==> src/rtl/toothless_pkg.sv <==
`default_nettype none
// ============================================================================
// toothless_pkg : shared types and constants for the toothless core
// Revision 1.0
// ============================================================================
package toothless_pkg;

  localparam logic [1:0] DATA_TYPE_BYTE = 2'b00;
  localparam logic [1:0] DATA_TYPE_HALF = 2'b01;
  localparam logic [1:0] DATA_TYPE_WORD = 2'b10;

  typedef enum logic [1:0] {
    IDLE        = 2'd0,
    REQ         = 2'd1,
    WAIT_RVALID = 2'd2,
    ERR         = 2'd3
  } lsu_state_e;

endpackage
`default_nettype wire

==> src/rtl/lsu_rdata_align.sv <==
`default_nettype none
// ============================================================================
// lsu_rdata_align : selects the addressed byte/half of a read word and extends it
// Revision 1.0
// ============================================================================
module lsu_rdata_align
  import toothless_pkg::*;
(
  input  logic [31:0] rdata,
  input  logic [1:0]  offset,
  input  logic [1:0]  data_type,
  input  logic        sign_ext,
  output logic [31:0] result
);

  logic [7:0]  w_byte;
  logic [15:0] w_half;

  always_comb begin
    w_byte = rdata[7:0];
    case (offset)
      2'd0:    w_byte = rdata[7:0];
      2'd1:    w_byte = rdata[15:8];
      2'd2:    w_byte = rdata[23:16];
      default: w_byte = rdata[31:24];
    endcase
  end

  assign w_half = offset[1] ? rdata[31:16] : rdata[15:0];

  always_comb begin
    result = rdata;
    case (data_type)
      DATA_TYPE_BYTE: result = {{24{sign_ext & w_byte[7]}}, w_byte};
      DATA_TYPE_HALF: result = {{16{sign_ext & w_half[15]}}, w_half};
      default:        result = rdata;
    endcase
  end

endmodule
`default_nettype wire

==> src/rtl/lsu.sv <==
`default_nettype none
// ============================================================================
// lsu : load-store unit, one decoded access -> one req/gnt/rvalid transaction
// Revision 1.0
// ============================================================================
module lsu
  import toothless_pkg::*;
#(
  parameter int DATA_WIDTH = 32,
  parameter int ADDR_WIDTH = 32
) (
  input  logic                  clk,
  input  logic                  rst_n,
  input  logic                  lsu_req_i,
  input  logic                  lsu_we_i,
  input  logic [1:0]            lsu_type_i,
  input  logic                  lsu_sign_ext_i,
  input  logic [ADDR_WIDTH-1:0] lsu_addr_i,
  input  logic [DATA_WIDTH-1:0] lsu_wdata_i,
  output logic                  lsu_busy_o,
  output logic                  lsu_done_o,
  output logic                  lsu_err_o,
  output logic [DATA_WIDTH-1:0] lsu_rdata_o,
  output logic                  data_req_o,
  input  logic                  data_gnt_i,
  output logic [ADDR_WIDTH-1:0] data_addr_o,
  output logic                  data_we_o,
  output logic [3:0]            data_be_o,
  output logic [DATA_WIDTH-1:0] data_wdata_o,
  input  logic                  data_rvalid_i,
  input  logic [DATA_WIDTH-1:0] data_rdata_i
);

  lsu_state_e            r_state;
  lsu_state_e            w_state_next;
  logic [ADDR_WIDTH-1:0] r_addr;
  logic                  r_we;
  logic [1:0]            r_type;
  logic                  r_sign_ext;
  logic [DATA_WIDTH-1:0] r_wdata;
  logic                  r_done;
  logic                  r_err;
  logic [DATA_WIDTH-1:0] r_rdata;

  logic                  w_accept;
  logic                  w_bad_access;
  logic                  w_resp;
  logic [3:0]            w_be;
  logic [DATA_WIDTH-1:0] w_wdata_lanes;
  logic [DATA_WIDTH-1:0] w_rdata_aligned;

  assign w_accept = (r_state == IDLE) && lsu_req_i;
  assign w_resp   = (r_state == WAIT_RVALID) && data_rvalid_i;

  // Alignment is judged on the live request so the error path skips the bus.
  assign w_bad_access = (lsu_type_i == DATA_TYPE_HALF && lsu_addr_i[0]) ||
                        (lsu_type_i == DATA_TYPE_WORD && lsu_addr_i[1:0] != 2'b00) ||
                        (lsu_type_i == 2'b11);

  always_comb begin
    w_state_next = r_state;
    case (r_state)
      IDLE:        if (lsu_req_i) w_state_next = w_bad_access ? ERR : REQ;
      REQ:         if (data_gnt_i) w_state_next = WAIT_RVALID;
      WAIT_RVALID: if (data_rvalid_i) w_state_next = IDLE;
      ERR:         w_state_next = IDLE;
      default:     w_state_next = IDLE;
    endcase
  end

  always_ff @(posedge clk or negedge rst_n) begin
    if (!rst_n) begin
      r_state    <= IDLE;
      r_addr     <= '0;
      r_we       <= 1'b0;
      r_type     <= 2'b00;
      r_sign_ext <= 1'b0;
      r_wdata    <= '0;
      r_done     <= 1'b0;
      r_err      <= 1'b0;
      r_rdata    <= '0;
    end else begin
      r_state <= w_state_next;
      r_done  <= w_resp || (r_state == ERR);
      r_err   <= (r_state == ERR);
      if (w_accept) begin
        r_addr     <= lsu_addr_i;
        r_we       <= lsu_we_i;
        r_type     <= lsu_type_i;
        r_sign_ext <= lsu_sign_ext_i;
        r_wdata    <= lsu_wdata_i;
      end
      if (w_resp && !r_we) r_rdata <= w_rdata_aligned;
    end
  end

  always_comb begin
    w_be = 4'b0000;
    case (r_type)
      DATA_TYPE_BYTE: w_be = 4'b0001 << r_addr[1:0];
      DATA_TYPE_HALF: w_be = r_addr[1] ? 4'b1100 : 4'b0011;
      DATA_TYPE_WORD: w_be = 4'b1111;
      default:        w_be = 4'b0000;
    endcase
  end

  // Replicating lanes lets memory pick the lane purely from the byte enables.
  always_comb begin
    w_wdata_lanes = r_wdata;
    case (r_type)
      DATA_TYPE_BYTE: w_wdata_lanes = {4{r_wdata[7:0]}};
      DATA_TYPE_HALF: w_wdata_lanes = {2{r_wdata[15:0]}};
      default:        w_wdata_lanes = r_wdata;
    endcase
  end

  lsu_rdata_align u_rdata_align (
    .rdata     (data_rdata_i),
    .offset    (r_addr[1:0]),
    .data_type (r_type),
    .sign_ext  (r_sign_ext),
    .result    (w_rdata_aligned)
  );

  assign lsu_busy_o   = (r_state != IDLE);
  assign lsu_done_o   = r_done;
  assign lsu_err_o    = r_err;
  assign lsu_rdata_o  = r_rdata;
  assign data_req_o   = (r_state == REQ);
  assign data_addr_o  = {r_addr[ADDR_WIDTH-1:2], 2'b00};
  assign data_we_o    = (r_state == REQ) && r_we;
  assign data_be_o    = (r_state == REQ) ? w_be : 4'b0000;
  assign data_wdata_o = w_wdata_lanes;

endmodule
`default_nettype wire

==> config.mk <==
export PLATFORM = sky130hd
export DESIGN_NAME = lsu
export DESIGN_NICKNAME = d
export VERILOG_FILES = /design/src/rtl/toothless_pkg.sv /design/src/rtl/lsu_rdata_align.sv /design/src/rtl/lsu.sv
export SDC_FILE = /design/constraint.sdc
export NUM_CORES = 1
export LEC_CHECK = 0
export ABC_AREA = 1
export BUFFER_PORTS_ARGS = -buffer_cell sky130_fd_sc_hd__buf_2
export CAP_MARGIN = 20
export CELL_PAD_IN_SITES_DETAIL_PLACEMENT = 1
export CELL_PAD_IN_SITES_GLOBAL_PLACEMENT = 2
export CORE_MARGIN = 10
export CORE_UTILIZATION = 29
export DETAILED_ROUTE_END_ITERATION = 6
export PLACE_DENSITY = 0.95
export SLEW_MARGIN = 20
export SYNTH_ARGS = -nofsm -noshare
export SYNTH_HDL_FRONTEND = slang
export SYNTH_HIERARCHICAL = 1
export SYNTH_SLANG_ARGS = --single-unit
==> constraint.sdc <==
create_clock -name clk -period 2.6 [get_ports clk]
set_clock_uncertainty 0.15 [all_clocks]
set_input_delay 0.26 -clock clk [delete_from_list [all_inputs] [get_ports clk]]
set_output_delay 0.26 -clock clk [all_outputs]
set_load 0.01 [all_outputs]
; ---- Word-level counts from Yosys, hierarchy flattened
; Index checks and enable logic that the tools add are counted.
[totals]
reg_bits = 104
inputBits = 105
out_inout_bits = 105
elab_cells = 53
[op_classes]
eq_ne = 13
n_shift = 1
muxes = 12
bitwise = 2
n_reduce_logical = 16
[ops]
columns = cell, n
row1 = 32-bit one-hot mux with 2 select lines, 2
row2 = 8-bit one-hot mux with 3 select lines, 1
row3 = 16-bit two-way mux, 1
row4 = 2-bit equality test (second input constant), 6
row5 = 4-bit one-hot mux with 3 select lines, 1
row6 = 2-bit by 1-bit equality test with 1-bit output (second input constant), 4
row7 = 2-bit two-way mux, 4
row8 = 4-bit two-way mux, 2
row9 = 2-bit one-hot mux with 4 select lines, 1
row10 = 1-bit logical AND, 6
row11 = 2-bit logical NOT, 3
row12 = 2-bit != test (second input constant), 2
row13 = 2-bit nonzero test, 2
row14 = 1-bit by 2-bit << shifter with 4-bit output (first input constant), 1
row15 = 1-bit logical OR, 3
row16 = 3-bit AND reduction, 1
row17 = 1-bit bitwise AND, 2
row18 = 2-bit by 1-bit != test with 1-bit output (second input constant), 1
row19 = 1-bit logical NOT, 1

; ---- Depth between registers and ports, before layout
[depth]
word_depth = 7
mapped_depth = 9
depth_no_buf = 8

; ---- Hierarchy
; Netlist, hierarchy kept.
[modules_own_cells]
columns = mod, n_inst, cells_each, area_per_inst_um2
row1 = lsu, 1, 585, 4968.5
row2 = lsu_rdata_align, 1, 156, 733.2

; ---- Worst setup path after synthesis
; Ideal clock, no wire load.
[synth_path]
kind = reg-to-reg
startpoint = reg r_type[1]
endpoint = reg r_rdata[20], in the netlist lsu_rdata_o[20]
setup_time_ps = 74
t_arrival_ps = 1293
t_required_ps = 2376
path_slack_ps = 1083
stages_incl_launch_ff = 10
synth_period_minus_slack_ps = 1517
cell_sequence = dfrtp_1 -> buf_6 -> inv_2 -> nand2_1 -> inv_2 -> nand4_4 -> buf_2 -> nand3_1 -> inv_1 -> o21ai_2
[synth_via]
elab_chain_len = 2
elab_cells_between_ends = 3
cone_classes = eq/ne (1) / mux (1) / reduce/logical (1)
[synth_lines]
columns = item, line_no
row1 = from (decl), lsu.sv:38  ; logic [1:0] r_type;
row2 = from (signal assigned), lsu.sv:89  ; r_type <= lsu_type_i;
row3 = 2-bit by 1-bit equality test with 1-bit output / 2-bit logical NOT (equally long branches), lsu_rdata_align.sv:33  ; case (data_type)
row4 = 32-bit one-hot mux with 2 select lines *, lsu_rdata_align.sv:33
row5 = via w_rdata_aligned[20], lsu.sv:50  ; logic [DATA_WIDTH-1:0] w_rdata_aligned;
row6 = to (signal assigned), lsu.sv:93  ; if (w_resp && !r_we) r_rdata <= w_rdata_aligned;
row7 = to (decl), lsu.sv:43  ; logic [DATA_WIDTH-1:0] r_rdata;
; Mark *: on every way through the listed nets, which the timed path passes. The rest lies on a longest branch.
; A chain may end at the register's enable or synchronous reset.

; ---- Worst setup path after layout
[layout_path]
startpoint = reg r_type[0]
endpoint = out data_wdata_o[27]
[layout_via]
elab_chain_len = 2
elab_cells_between_ends = 3
cone_classes = eq/ne (1) / mux (1) / reduce/logical (1)
[layout_lines]
columns = item, line_no
row1 = 2-bit by 1-bit equality test with 1-bit output / 2-bit logical NOT (equally long branches), lsu.sv:110  ; case (r_type)
row2 = 32-bit one-hot mux with 2 select lines *, lsu.sv:110
row3 = to (decl), lsu.sv:29  ; output logic [DATA_WIDTH-1:0] data_wdata_o,
; Every way passes the cells marked *; elsewhere a longest branch is shown, timed or not.

==> summary.md <==
| Metric | Value |
|---|---|
| Hold_buf cts | `53` |
| Slew @ Worst Pin | `around 910 ps` |
| Setup TNS | `0 ps` |
| Critical-path maximum fanout | `7` |
| Most frequent CP cell | `inv_1` |
| Placed Area | `about 0.0066 mm^2` |
| Max-cap violations | `0` |
| Syn Inst Count | `between 700 and 800` |
| Mux contribution to synthesized area | `0` |
| Reg clk slew, reported paths | `70 ps` |
| Syn avg cell area | `around 7.7 um^2` |
| Clock Sinks | `104` |
| Design area | `~0.0074 mm^2` |
| Relative slew slack | `0.395` |
| GR Util All Layers | `0.164` |
| DRT antenna net count | `0` |
| Worst path top cell family by delay | `buffers and inverters` |
| Tcrit/Tclk final | `0.858` |
| Post-synth EDFFs | `0` |
| VDD IR max | `0.433 mV` |
| DIE WIDTH | `about 160 um` |
| CP required | `~2200 ps` |
| Final Wtd Congestion | `between 0.8 and 0.9` |
| I/O Buffers | `207` |
| Slew Limit Fails | `0` |
| CTS root buf | `clkbuf_16` |
| Initial antenna violation count | `4` |
| Buf/Inv on CP | `3` |
| Clock tree buffer depth | `2` |
| Die height | `around 160 um` |
| Vias in the first global route | `between 6000 and 7000` |
| WS Path Type | `register to primary output` |
| Clock H-tree levels | `3` |
| Die area | `0.0257 mm^2` |
| CP max stage delay | `around 450 ps` |
| CTS tree | `done` |
| Seq/Total Area, Yosys | `0.456` |
| Hold Fails Final Rpt | `0` |
| Initial Utilization | `0.294` |
| Initial drt markers | `~270` |
| Main synth FF type | `dfrtp_1` |
| Post-layout min period | `about 2200 ps` |
| Post-synth cell types | `24` |
| Status | `finished, final reports clean` |
| Maximum clock frequency | `448 MHz` |
| WL final | `21.3 mm` |
| Yosys reg bits | `about 100` |
| Vias | `roughly 5500` |
| Main combinational cell family by area after synthesis | `simple AND/OR/NAND/NOR gates` |
| Routed len/inst | `17.5 um` |
| CTS Buf Count | `9` |
| Synth Area in Adders | `0` |
| DR vias/cell | `4.55` |
| Detailed Routing Iterations Pass 1 | `4` |
| WHS | `10.7 ps` |
| Post-CTS Setup Bufs | `0` |
| Crit path launch type | `register` |
| LEAKAGE | `roughly 4.2 nW` |
| Synth Area in Compound Gates | `0.0952` |
| RSZ-0062 raised after global routing | `false` |
| Worst-path cell chain | `inv_1, nor2_1, inv_1, o211ai_1, buf_2` |
| Asr flop ratio synth | `1.00` |
| Slowest cell on crit path | `dfrtp_1` |
| I/O pins | `210` |
| Drc violations | `0` |
| Synth Warn # | `6` |
| Pwr per Cell Area | `~1200 mW/mm^2` |
| Worst Hold Class | `input pin to register` |
| CP arrival | `1820 ps` |
| Layout Utilization | `0.383` |
| Core area | `roughly 0.019 mm^2` |
| Post-CTS sizing | `0` |
| Final #Nets | `1049` |
| Cell Area, Synth | `roughly 0.0057 mm^2` |
| Detailed placer's ending HPWL | `around 15 mm` |
| Xor/xnor cell area share of the yosys netlist | `0` |
| Clk Latency, worst-skew pair | `350 ps` |
| Post-Synth Simple-Gate Area | `0.303` |
| Critical path capture point type | `primary output` |
| Layout overhead on the synthesized area | `30.4%` |
| First-pass GRT wire length | `34.0 mm` |
| Commonest non-fill, non-tap cell in the layout | `nand2_1` |
| Setup-failing EPs final | `0` |
| # rows | `just over 50` |
| Layout cells sized above 1 | `0.294` |
| Remaining global-route overflow | `0` |
| Most frequent cells in the layout | `nand2_1 (293), buf_2 (206), dfrtp_1 (103)` |
| Largest net degree at the start of global routing | `65` |
==> metal layers <==
layer  up-vias  GRT usage  share of wire
met5         -          0        0.00047
met4         2     0.0543          0.014
met3        20     0.0643          0.095
met2       175      0.261           0.46
met1      2658      0.198           0.43
li1       2684          -              -
==> worst min-delay path, stage by stage <==
cell     delay, ps
buf_2           90
nand3_1         70
nand2_1         60
==> layout make-up <==
class / instances / area (um^2)
Fill cell: 2437 / 12000
Sequential cell: 104 / 2600
Multi-Input combinational cell: 490 / 2280
Timing Repair Buffer: 270 / 1670
Tap cell: 265 / 332
Inverter: 69 / 259
Clock buffer: 10 / 229
Clock inverter: 6 / 52.6
Antenna cell: 4 / 10.0
==> state kept, by name (all words and copies together) (netlist names) <==
register     cells
r_state          2
lsu_err_o        1
r_wdata         32
lsu_done_o       1
r_addr          32
r_sign_ext       1
r_we             1
lsu_rdata_o     32
r_type           2
==> metrics by stage <==
step	power, mW	setup WS [ps]	std cells
floorplan	6.03	1080	742
global placement	7.28	646	1145
detailed placement	7.40	551	1145
CTS	8.86	330	1214
global route	9.57	193	1216
finish	8.76	369	1218
==> cells in the mapped netlist (9+ instances only) <==
master,n,area share
o21ai_2,32,0.049
nand3_1,84,0.074
o21ai_0,9,0.0079
dfrtp_1,104,0.46
buf_6,10,0.020
buf_2,19,0.017
a21oi_1,18,0.016
nor2_1,24,0.016
o211ai_1,14,0.018
buf_4,45,0.059
inv_1,65,0.043
nand2_1,293,0.19
==> path summary, 6_finish.rpt <==
check / cells after the start / startpoint / to / slack, ps
worst max-delay path: 5 / r_type[0] / data_wdata_o[27] / 370
worst min-delay path: 3 / lsu_wdata_i[7] / r_wdata[7] / 10
worst max register to register: 8 / r_addr[1] / lsu_rdata_o[19] / 530
worst min register to register: 2 / r_addr[9] / r_addr[9] / 320
max in group asynchronous: 3 / rst_n / r_addr[12] / 1380
min in group asynchronous: 2 / rst_n / lsu_rdata_o[26] / 220
==> where the power goes <==
part           switching (mW)  leakage [nW]  internal, mW
logic                    2.93          2.74          1.61
clock network           0.691         0.132         0.668
registers               0.515          1.29          2.35
total                    4.14          4.16          4.62
==> kinds of logic after synthesis <==
group                  after synthesis
AND/OR/NAND/NOR                    411
other                                1
flip-flops                         104
buffers and inverters              148
AO/OA/AOI/OAI                       77
Power figures use the tool's default switching activity.
